**src/rtl/spi_slave_if.sv**
```systemverilog
// spi_slave_if: SPI slave front end for the SPI RAM; deserializes 10-bit MSB-first MOSI frames into
//   rx_data/rx_valid, and on read-data frames shifts the RAM's tx_data out on MISO MSB first.
// Latency: rx_valid the cycle after the edge sampling bit 0; MISO[7] the edge after tx_valid is seen.
// Backpressure: none; the slave waits indefinitely for tx_valid while SS_n=0, SS_n=1 aborts any frame.
// Ports: clk (SPI clock, rising edge), rst_n (async active-low), SS_n, MOSI, MISO,
//   rx_data/rx_valid (to RAM), tx_data/tx_valid (from RAM).
// Optional: define SPI_SLAVE_SVA_EN to compile embedded assertions and state-transition covers.
module spi_slave_if #(
    parameter int FRAME_W = 10,
    parameter int DATA_W  = 8
) (
    input  logic               clk,
    input  logic               rst_n,
    input  logic               SS_n,
    input  logic               MOSI,
    output logic               MISO,
    output logic [FRAME_W-1:0] rx_data,
    output logic               rx_valid,
    input  logic [DATA_W-1:0]  tx_data,
    input  logic               tx_valid
);

    localparam int CNT_W  = $clog2(FRAME_W + 1);
    localparam int TCNT_W = $clog2(DATA_W + 1);

    localparam logic [CNT_W-1:0]  LAST_CNT = CNT_W'(FRAME_W);      // frame complete
    localparam logic [CNT_W-1:0]  BIT0_CNT = CNT_W'(FRAME_W - 1);  // this edge samples bit 0
    localparam logic [TCNT_W-1:0] TX_DONE  = TCNT_W'(DATA_W);

    // One-hot encoding keeps the state register trivially checkable for legality.
    typedef enum logic [4:0] {
        IDLE      = 5'b00001,
        CHK_CMD   = 5'b00010,
        WRITE     = 5'b00100,
        READ_ADD  = 5'b01000,
        READ_DATA = 5'b10000
    } state_t;

    state_t state_q, state_nxt;

    // Only FRAME_W-1 bits are buffered: the final bit goes straight from MOSI into rx_data.
    logic [FRAME_W-2:0] rx_shift_q;
    logic [CNT_W-1:0]   bit_cnt_q;
    logic [DATA_W-2:0]  tx_shift_q;
    logic [TCNT_W-1:0]  tx_cnt_q;
    logic               tx_started_q;
    logic               rd_addr_seen_q;

    logic in_body;
    logic frame_done;

    assign in_body    = state_q inside {WRITE, READ_ADD, READ_DATA};
    assign frame_done = (bit_cnt_q == LAST_CNT);

    always_ff @(posedge clk or negedge rst_n) begin
        if (!rst_n) state_q <= IDLE;
        else        state_q <= state_nxt;
    end

    always_comb begin
        state_nxt = state_q;
        if (SS_n) begin
            state_nxt = IDLE;
        end else begin
            case (state_q)
                IDLE:    state_nxt = CHK_CMD;
                // Bit 9 picks the body state; a read is an address phase unless one is pending.
                CHK_CMD: state_nxt = !MOSI ? WRITE : (rd_addr_seen_q ? READ_DATA : READ_ADD);
                WRITE, READ_ADD, READ_DATA: state_nxt = state_q;
                default: state_nxt = IDLE;
            endcase
        end
    end

    always_ff @(posedge clk or negedge rst_n) begin
        if (!rst_n) begin
            rx_shift_q     <= '0;
            bit_cnt_q      <= '0;
            rx_data        <= '0;
            rx_valid       <= 1'b0;
            rd_addr_seen_q <= 1'b0;
            tx_shift_q     <= '0;
            tx_cnt_q       <= '0;
            tx_started_q   <= 1'b0;
            MISO           <= 1'b0;
        end else begin
            rx_valid <= 1'b0;
            if (SS_n) begin
                // Idle or abort: drop any partial frame/transmission, keep rx_data and rd_addr_seen.
                bit_cnt_q    <= '0;
                tx_cnt_q     <= '0;
                tx_started_q <= 1'b0;
                MISO         <= 1'b0;
            end else begin
                if (state_q == CHK_CMD) begin
                    rx_shift_q <= {rx_shift_q[FRAME_W-3:0], MOSI};
                    bit_cnt_q  <= CNT_W'(1);
                end else if (in_body && !frame_done) begin
                    rx_shift_q <= {rx_shift_q[FRAME_W-3:0], MOSI};
                    bit_cnt_q  <= bit_cnt_q + CNT_W'(1);
                    if (bit_cnt_q == BIT0_CNT) begin
                        rx_data  <= {rx_shift_q, MOSI};
                        rx_valid <= 1'b1;
                        if (state_q == READ_ADD)       rd_addr_seen_q <= 1'b1;
                        else if (state_q == READ_DATA) rd_addr_seen_q <= 1'b0;
                    end
                end

                // Read-data return: one burst per frame, later tx_valid cycles are ignored.
                if (state_q == READ_DATA && frame_done) begin
                    if (!tx_started_q) begin
                        if (tx_valid) begin
                            MISO         <= tx_data[DATA_W-1];
                            tx_shift_q   <= tx_data[DATA_W-2:0];
                            tx_cnt_q     <= TCNT_W'(1);
                            tx_started_q <= 1'b1;
                        end
                    end else if (tx_cnt_q != TX_DONE) begin
                        MISO       <= tx_shift_q[DATA_W-2];
                        tx_shift_q <= {tx_shift_q[DATA_W-3:0], 1'b0};
                        tx_cnt_q   <= tx_cnt_q + TCNT_W'(1);
                    end else begin
                        MISO <= 1'b0;
                    end
                end
            end
        end
    end

`ifdef SPI_SLAVE_SVA_EN
    a_rx_valid_pulse: assert property (@(posedge clk) disable iff (!rst_n)
        rx_valid |=> !rx_valid);
    a_rx_valid_src: assert property (@(posedge clk) disable iff (!rst_n)
        rx_valid |-> (in_body && bit_cnt_q == LAST_CNT));
    a_idle_miso: assert property (@(posedge clk) disable iff (!rst_n)
        (state_q == IDLE) |-> !MISO);
    a_reset_outs: assert property (@(posedge clk)
        !rst_n |-> (!MISO && !rx_valid && rx_data == '0));
    a_onehot: assert property (@(posedge clk) disable iff (!rst_n)
        $onehot(state_q));

    c_idle_chk:  cover property (@(posedge clk) state_q == IDLE ##1 state_q == CHK_CMD);
    c_chk_idle:  cover property (@(posedge clk) state_q == CHK_CMD ##1 state_q == IDLE);
    c_chk_wr:    cover property (@(posedge clk) state_q == CHK_CMD ##1 state_q == WRITE);
    c_chk_radd:  cover property (@(posedge clk) state_q == CHK_CMD ##1 state_q == READ_ADD);
    c_chk_rdat:  cover property (@(posedge clk) state_q == CHK_CMD ##1 state_q == READ_DATA);
    c_wr_idle:   cover property (@(posedge clk) state_q == WRITE ##1 state_q == IDLE);
    c_radd_idle: cover property (@(posedge clk) state_q == READ_ADD ##1 state_q == IDLE);
    c_rdat_idle: cover property (@(posedge clk) state_q == READ_DATA ##1 state_q == IDLE);
`endif

endmodule

```
**config.mk**
```make
export PLATFORM = sky130hd
export DESIGN_NAME = spi_slave_if
export DESIGN_NICKNAME = d
export VERILOG_FILES = /design/src/rtl/spi_slave_if.sv
export SDC_FILE = /design/constraint.sdc
export NUM_CORES = 1
export LEC_CHECK = 0
export CORE_ASPECT_RATIO = 1.5
export CORE_UTILIZATION = 55
export DETAILED_ROUTE_END_ITERATION = 10
export PLACE_DENSITY = 0.78
export REMOVE_ABC_BUFFERS = 1
export SYNTH_ARGS = -nofsm -noshare
export SYNTH_HDL_FRONTEND = slang
export SYNTH_SLANG_ARGS = --single-unit
```
**constraint.sdc**
```tcl
create_clock -name clk -period 4 [get_ports clk]
set_clock_uncertainty 0.1 [all_clocks]
set_input_delay 0.4 -clock clk [delete_from_list [all_inputs] [get_ports clk]]
set_output_delay 0.4 -clock clk [all_outputs]
set_load 0.005 [all_outputs]
```
; ---- After elaboration in Yosys (flattened, before gate mapping)
; Cells that the tools add are included.
[op_classes]
bitwise_logic = 2
addsub = 2
n_mux = 32
reduce_logical = 17
n_eq_ne = 11
[op_table]
columns = op, count
row1 = 2-to-1 mux 4 bit, 8
row2 = 2-to-1 mux 7 bit, 3
row3 = 2-to-1 mux 9 bit, 2
row4 = 2-to-1 mux 1 bit, 15
row5 = 2-to-1 mux 5 bit, 3
row6 = one-hot mux 5 bit (3 select lines), 1
row7 = nonzero test 3 bit, 3
row8 = "adder 4 x 1 -> 4 bit, second input constant", 2
row9 = "== test 4 bit, second input constant", 2
row10 = AND reduction 4 bit, 2
row11 = nonzero test 2 bit, 4
row12 = "== test 5 x 1 -> 1 bit, second input constant", 1
row13 = "== test 5 x 2 -> 1 bit, second input constant", 1
row14 = "== test 5 x 3 -> 1 bit, second input constant", 1
row15 = "== test 5 x 4 -> 1 bit, second input constant", 1
row16 = "== test 5 bit, second input constant", 1
row17 = AND reduction 5 bit, 1
row18 = "inequality test 4 bit, second input constant", 1
row19 = AND reduction 2 bit, 2
row20 = "inequality test 3 x 2 -> 1 bit, second input constant", 1
row21 = AND reduction 3 bit, 1
row22 = OR reduction 3 bit, 1
row23 = logical AND 1 bit, 2
row24 = "inequality test 2 x 1 -> 1 bit, second input constant", 1
row25 = other kinds (3), 4
[word_totals]
out_inout_bits = 12
in_bits = 13
regBits = 43

; ---- Depth between registers and ports, before layout
[depth]
word_depth = 6
depth_mapped = 8
mapped_depth_nobuf = 6

; ---- Worst setup path after synthesis
; No wires, ideal clock.
[synth_path]
kind = register to register
start = register bit_cnt_q[0]
end = register tx_shift_q[1]
path_slack_ps = 1899
required_time_ps = 3775
synth_period_minus_slack_ps = 2101
stages_incl_launch_ff = 8
setup_ps = 125
n_path_buf = 1
arrival_time_ps = 1877
path_cell_list = dfrtp_1 > inv_1 > ha_1 > and3b_1 > clkbuf_1 > nand4b_1 > nor3_2 > mux2_2
[synth_via]
elab_chain_len = 3
[synth_rtl]
columns = element, line
row1 = start: declaration, 43  ; logic [CNT_W-1:0] bit_cnt_q;
row2 = start signal: assignment, 100  ; bit_cnt_q <= bit_cnt_q + CNT_W'(1);
row3 = == test 4 bit, 53  ; assign frame_done = (bit_cnt_q == LAST_CNT);
row4 = logical AND 1 bit, 110  ; if (state_q == READ_DATA && frame_done) begin
row5 = AND reduction 4 bit (no line), -
row6 = end signal: assignment, 114  ; tx_shift_q <= tx_data[DATA_W-2:0];
row7 = end signal: assignment, 120  ; tx_shift_q <= {tx_shift_q[DATA_W-3:0], 1'b0};
row8 = end: declaration, 44  ; logic [DATA_W-2:0] tx_shift_q;
; No other way between the ends.
; A chain may end at the register's enable or synchronous reset.

; ---- Worst setup path in the final report
[layout_path]
start = register state_q[3]
end = register rx_data[6]
[layout_via]
elab_chain_len = 4
[layout_rtl]
columns = element, line
row1 = start: declaration, 39  ; state_t state_q, state_nxt;
row2 = start signal: assignment, 57  ; else state_q <= state_nxt;
row3 = == test 5 x 3 -> 1 bit (tied with other cells), 52  ; assign in_body = state_q inside {WRITE, READ_ADD, READ_DATA};
row4 = nonzero test 3 bit, 52
row5 = logical AND 1 bit, 98  ; end else if (in_body && !frame_done) begin
row6 = AND reduction 4 bit (no line) *, -
row7 = end signal: assignment, 102  ; rx_data <= {rx_shift_q, MOSI};
row8 = end: declaration, 17  ; output logic [FRAME_W-1:0] rx_data,
; Mark *: on every way between the ends. The rest lies on a longest branch, timed or not.

==> impl_metrics.toml <==
[status]
status = "finished clean"

[place]
dpl.hpwl_um = 3240
numPortBuffers = 24
place.gp.congestion = 0.789

[timing]
setup_tns_ps = 0
layout_min_cycle_time_ps = 2640
max-slew-margin-rel = 0.301
setup_viol = 0
max_freq_ghz = 0.379
hold_viol = 0
maxSlewViolCount = 0
holdWs_ps = 142
fin_crit_sh = 0.659
worst_pin_slew_ps = 1050
grt_setup_unrepaired = "false"

[yosys]
ys_types = 43
yosys.area.top_type_share = 0.439
synth.ff_latch_count = 43
synth.largest_area_cell = "dfrtp_1"
yosys-top-cells-count = "dfrtp_1 (42), nand3_1 (14), mux2_2 (13), nand2_1 (13), inv_1 (11)"
seq_area_frac_synth = 0.450
synth-edff-count = 0
yosys-top-cells-area = "dfrtp_1 (44%), mux2_2 (6.1%), mux2_4 (5.6%)"
synthArstFlopShare = 1.00
ys_warn_count = 0
syn_area_um2 = 2390
synth.most_common_cell = "dfrtp_1"
syn_avg_cell_area_um2 = 10.5
synth_cells = 227
ys.flop_type = "dfrtp_1"

[pwr]
power_density_nw_per_um2 = 389
p_leak_nw = 1.27
p_int_w = 0.000755
ir_drop_mv = 0.325
combPwrFrac = 0.188
switching_share = 0.291
p_clk_frac = 0.317
pwr-share-seq = 0.496
switchingPower_w = 0.000310

[cts]
clk_pin_slew_worst_paths_ps = 80
cts_buffers = 5
clock_path_buffers = 2
cts_hold_buf = 0
root_buffer = "clkbuf_8"
clkLatencyLatePin_ps = 290
clock-sinks = 43
cts-resized-gates = 0
cts_max_level = 2
tritoncts = "yes"
post_cts_buffers = 0

[routing]
met3WireLength_um = 189
antenna_left = 0
wl_met2_um = 2490
drtPass1Iterations = 4
vias_per_cell = 6.28
wl_um = 4720
drtIter0Drc = 56
via_count = 1835
wl_per_cell_um = 16.2
top_layer = "met4"
drc = 0
wl_met1_um = 1990

[global_routing]
grt_overflow_total = 0
grt_start_max_net_pins = 44
grt_pass1_wl_um = 7990
grt_pass1_vias = 1774
antenna_found_initial = 0
grt_usage = 0.217

[final_layout]
area_growth_syn_to_layout_pct = 14.4
n_antenna_cell = 0
final_nets = 263
drive_gt1_frac = 0.167

[job]
maxCapViolations = 0

[floorplan]
initial_core_util = 0.568
dieHeight_um = 82.8
dieArea_um2 = 4620
placementRows = 29
die_x_um = 55.9
core_um2 = 4210
io_pins = 25

[setup_path]
worst-endpoint-required_ps = 4080
cp-start-kind = "flip-flop"
crit_arrival_ps = 2720
critPathCaptureType = "flip-flop"
crit_fanout = 12
timing_worst_setup_path_type = "flip-flop to flip-flop"

[worst_hold_path]
timing.hold.worst.class = "primary input to asynchronous set/reset pin"
-- path summary, 6_finish.rpt --
kind | startpoint | to | slack [ps] | depth (start not counted)
setup / recovery | state_q[3] | rx_data[6] | 1360 | 4
hold / removal | rst_n | tx_cnt_q[3] | 140 | 1
setup reg to reg | state_q[3] | rx_data[6] | 1360 | 4
hold reg to reg | tx_shift_q[1] | tx_shift_q[1] | 410 | 1
max in group asynchronous | rst_n | rx_shift_q[7] | 3070 | 1
min in group clk | tx_shift_q[1] | tx_shift_q[1] | 410 | 1
-- power by group through the flow --
| stage | Clock [W] | Combinational [W] | Sequential [W] |
|---|---|---|---|
| 6_report | 0.000337 | 0.000200 | 0.000528 |
| 3_5_place_dp | 0 | 0.000200 | 0.000537 |
| 2_1_floorplan | 0 | 0.000147 | 0.000522 |
| 5_1_grt | 0.000361 | 0.000226 | 0.000538 |
| 3_3_place_gp | 0 | 0.000195 | 0.000534 |
| 4_1_cts | 0.000345 | 0.000201 | 0.000529 |
-- metal layers --
layer | track usage | vias to the layer above
met5 | 0 | -
met2 | 0.402 | 48
li1 | - | 877
met4 | 0.0780 | 0
met3 | 0.0388 | 7
met1 | 0.253 | 903
-- final cells by class --
cell class | instances | area, um2
inverter | 11 | 41.3
timing repair buffer | 25 | 243
multi-input combinational | 159 | 1210
sequential | 43 | 1080
clock inverter | 3 | 43.8
clock buffer | 5 | 68.8
fill | 349 | 1470
tap | 46 | 57.6
-- stage by stage --
| stage | instance area [um2] | setup slack (ps) | utilization | cells | total power [W] |
|---|---|---|---|---|---|
| 2_1_floorplan | 2320 | 1730 | - | 213 | 0.000669 |
| 4_1_cts | 2740 | 1360 | 0.650 | 292 | 0.00107 |
| 3_3_place_gp | 2630 | 1410 | 0.624 | 284 | 0.000729 |
| 5_1_grt | 2740 | 1210 | 0.650 | 292 | 0.00113 |
| 6_report | 2740 | 1360 | 0.650 | 292 | 0.00106 |
| 3_5_place_dp | 2630 | 1370 | 0.624 | 284 | 0.000737 |
-- cells by family after synthesis --
group	after synthesis	synth area share
adder cells (fa/ha/maj)	5	0.0262
XOR/XNOR	2	0.00732
AO/OA/AOI/OAI	59	0.182
multiplexers	23	0.122
buffers and inverters	25	0.0455
AND/OR/NAND/NOR	70	0.167
flip-flops	43	0.450
-- cell usage in the layout, fill, tap and decap left out, types with 2 or more instances in the layout --
master	instances
nor2b_1	10
xor2_1	2
mux2_2	13
o211a_1	9
a221oi_1	9
clkdlybuf4s50_1	23
nand3_1	14
ha_1	5
o31ai_1	3
nor2_1	8
o211ai_1	10
mux2_4	9
or4_1	4
and3_1	2
or2_2	2
a21oi_1	10
inv_1	11
or3_1	4
nand4_1	2
a31oi_1	3
clkbuf_8	5
o21ai_0	10
nand2_1	13
dfrtp_1	42
-- sequential cells by signal, summed over array words and instances, names as in the netlist --
signal and flops:
MISO 1, bit_cnt_q 4, rd_addr_seen_q 1, rx_data 10
rx_shift_q 9, rx_valid 1, state_q 5, tx_cnt_q 4
tx_shift_q 7, tx_started_q 1
-- worst max-delay path, stage by stage (launching register included) --
cell and delay [ps]:
dfrtp_1 490, or3_1 530, nor2_1 670, or3_4 390
mux2_2 360
(Power assumes the default switching activity.)
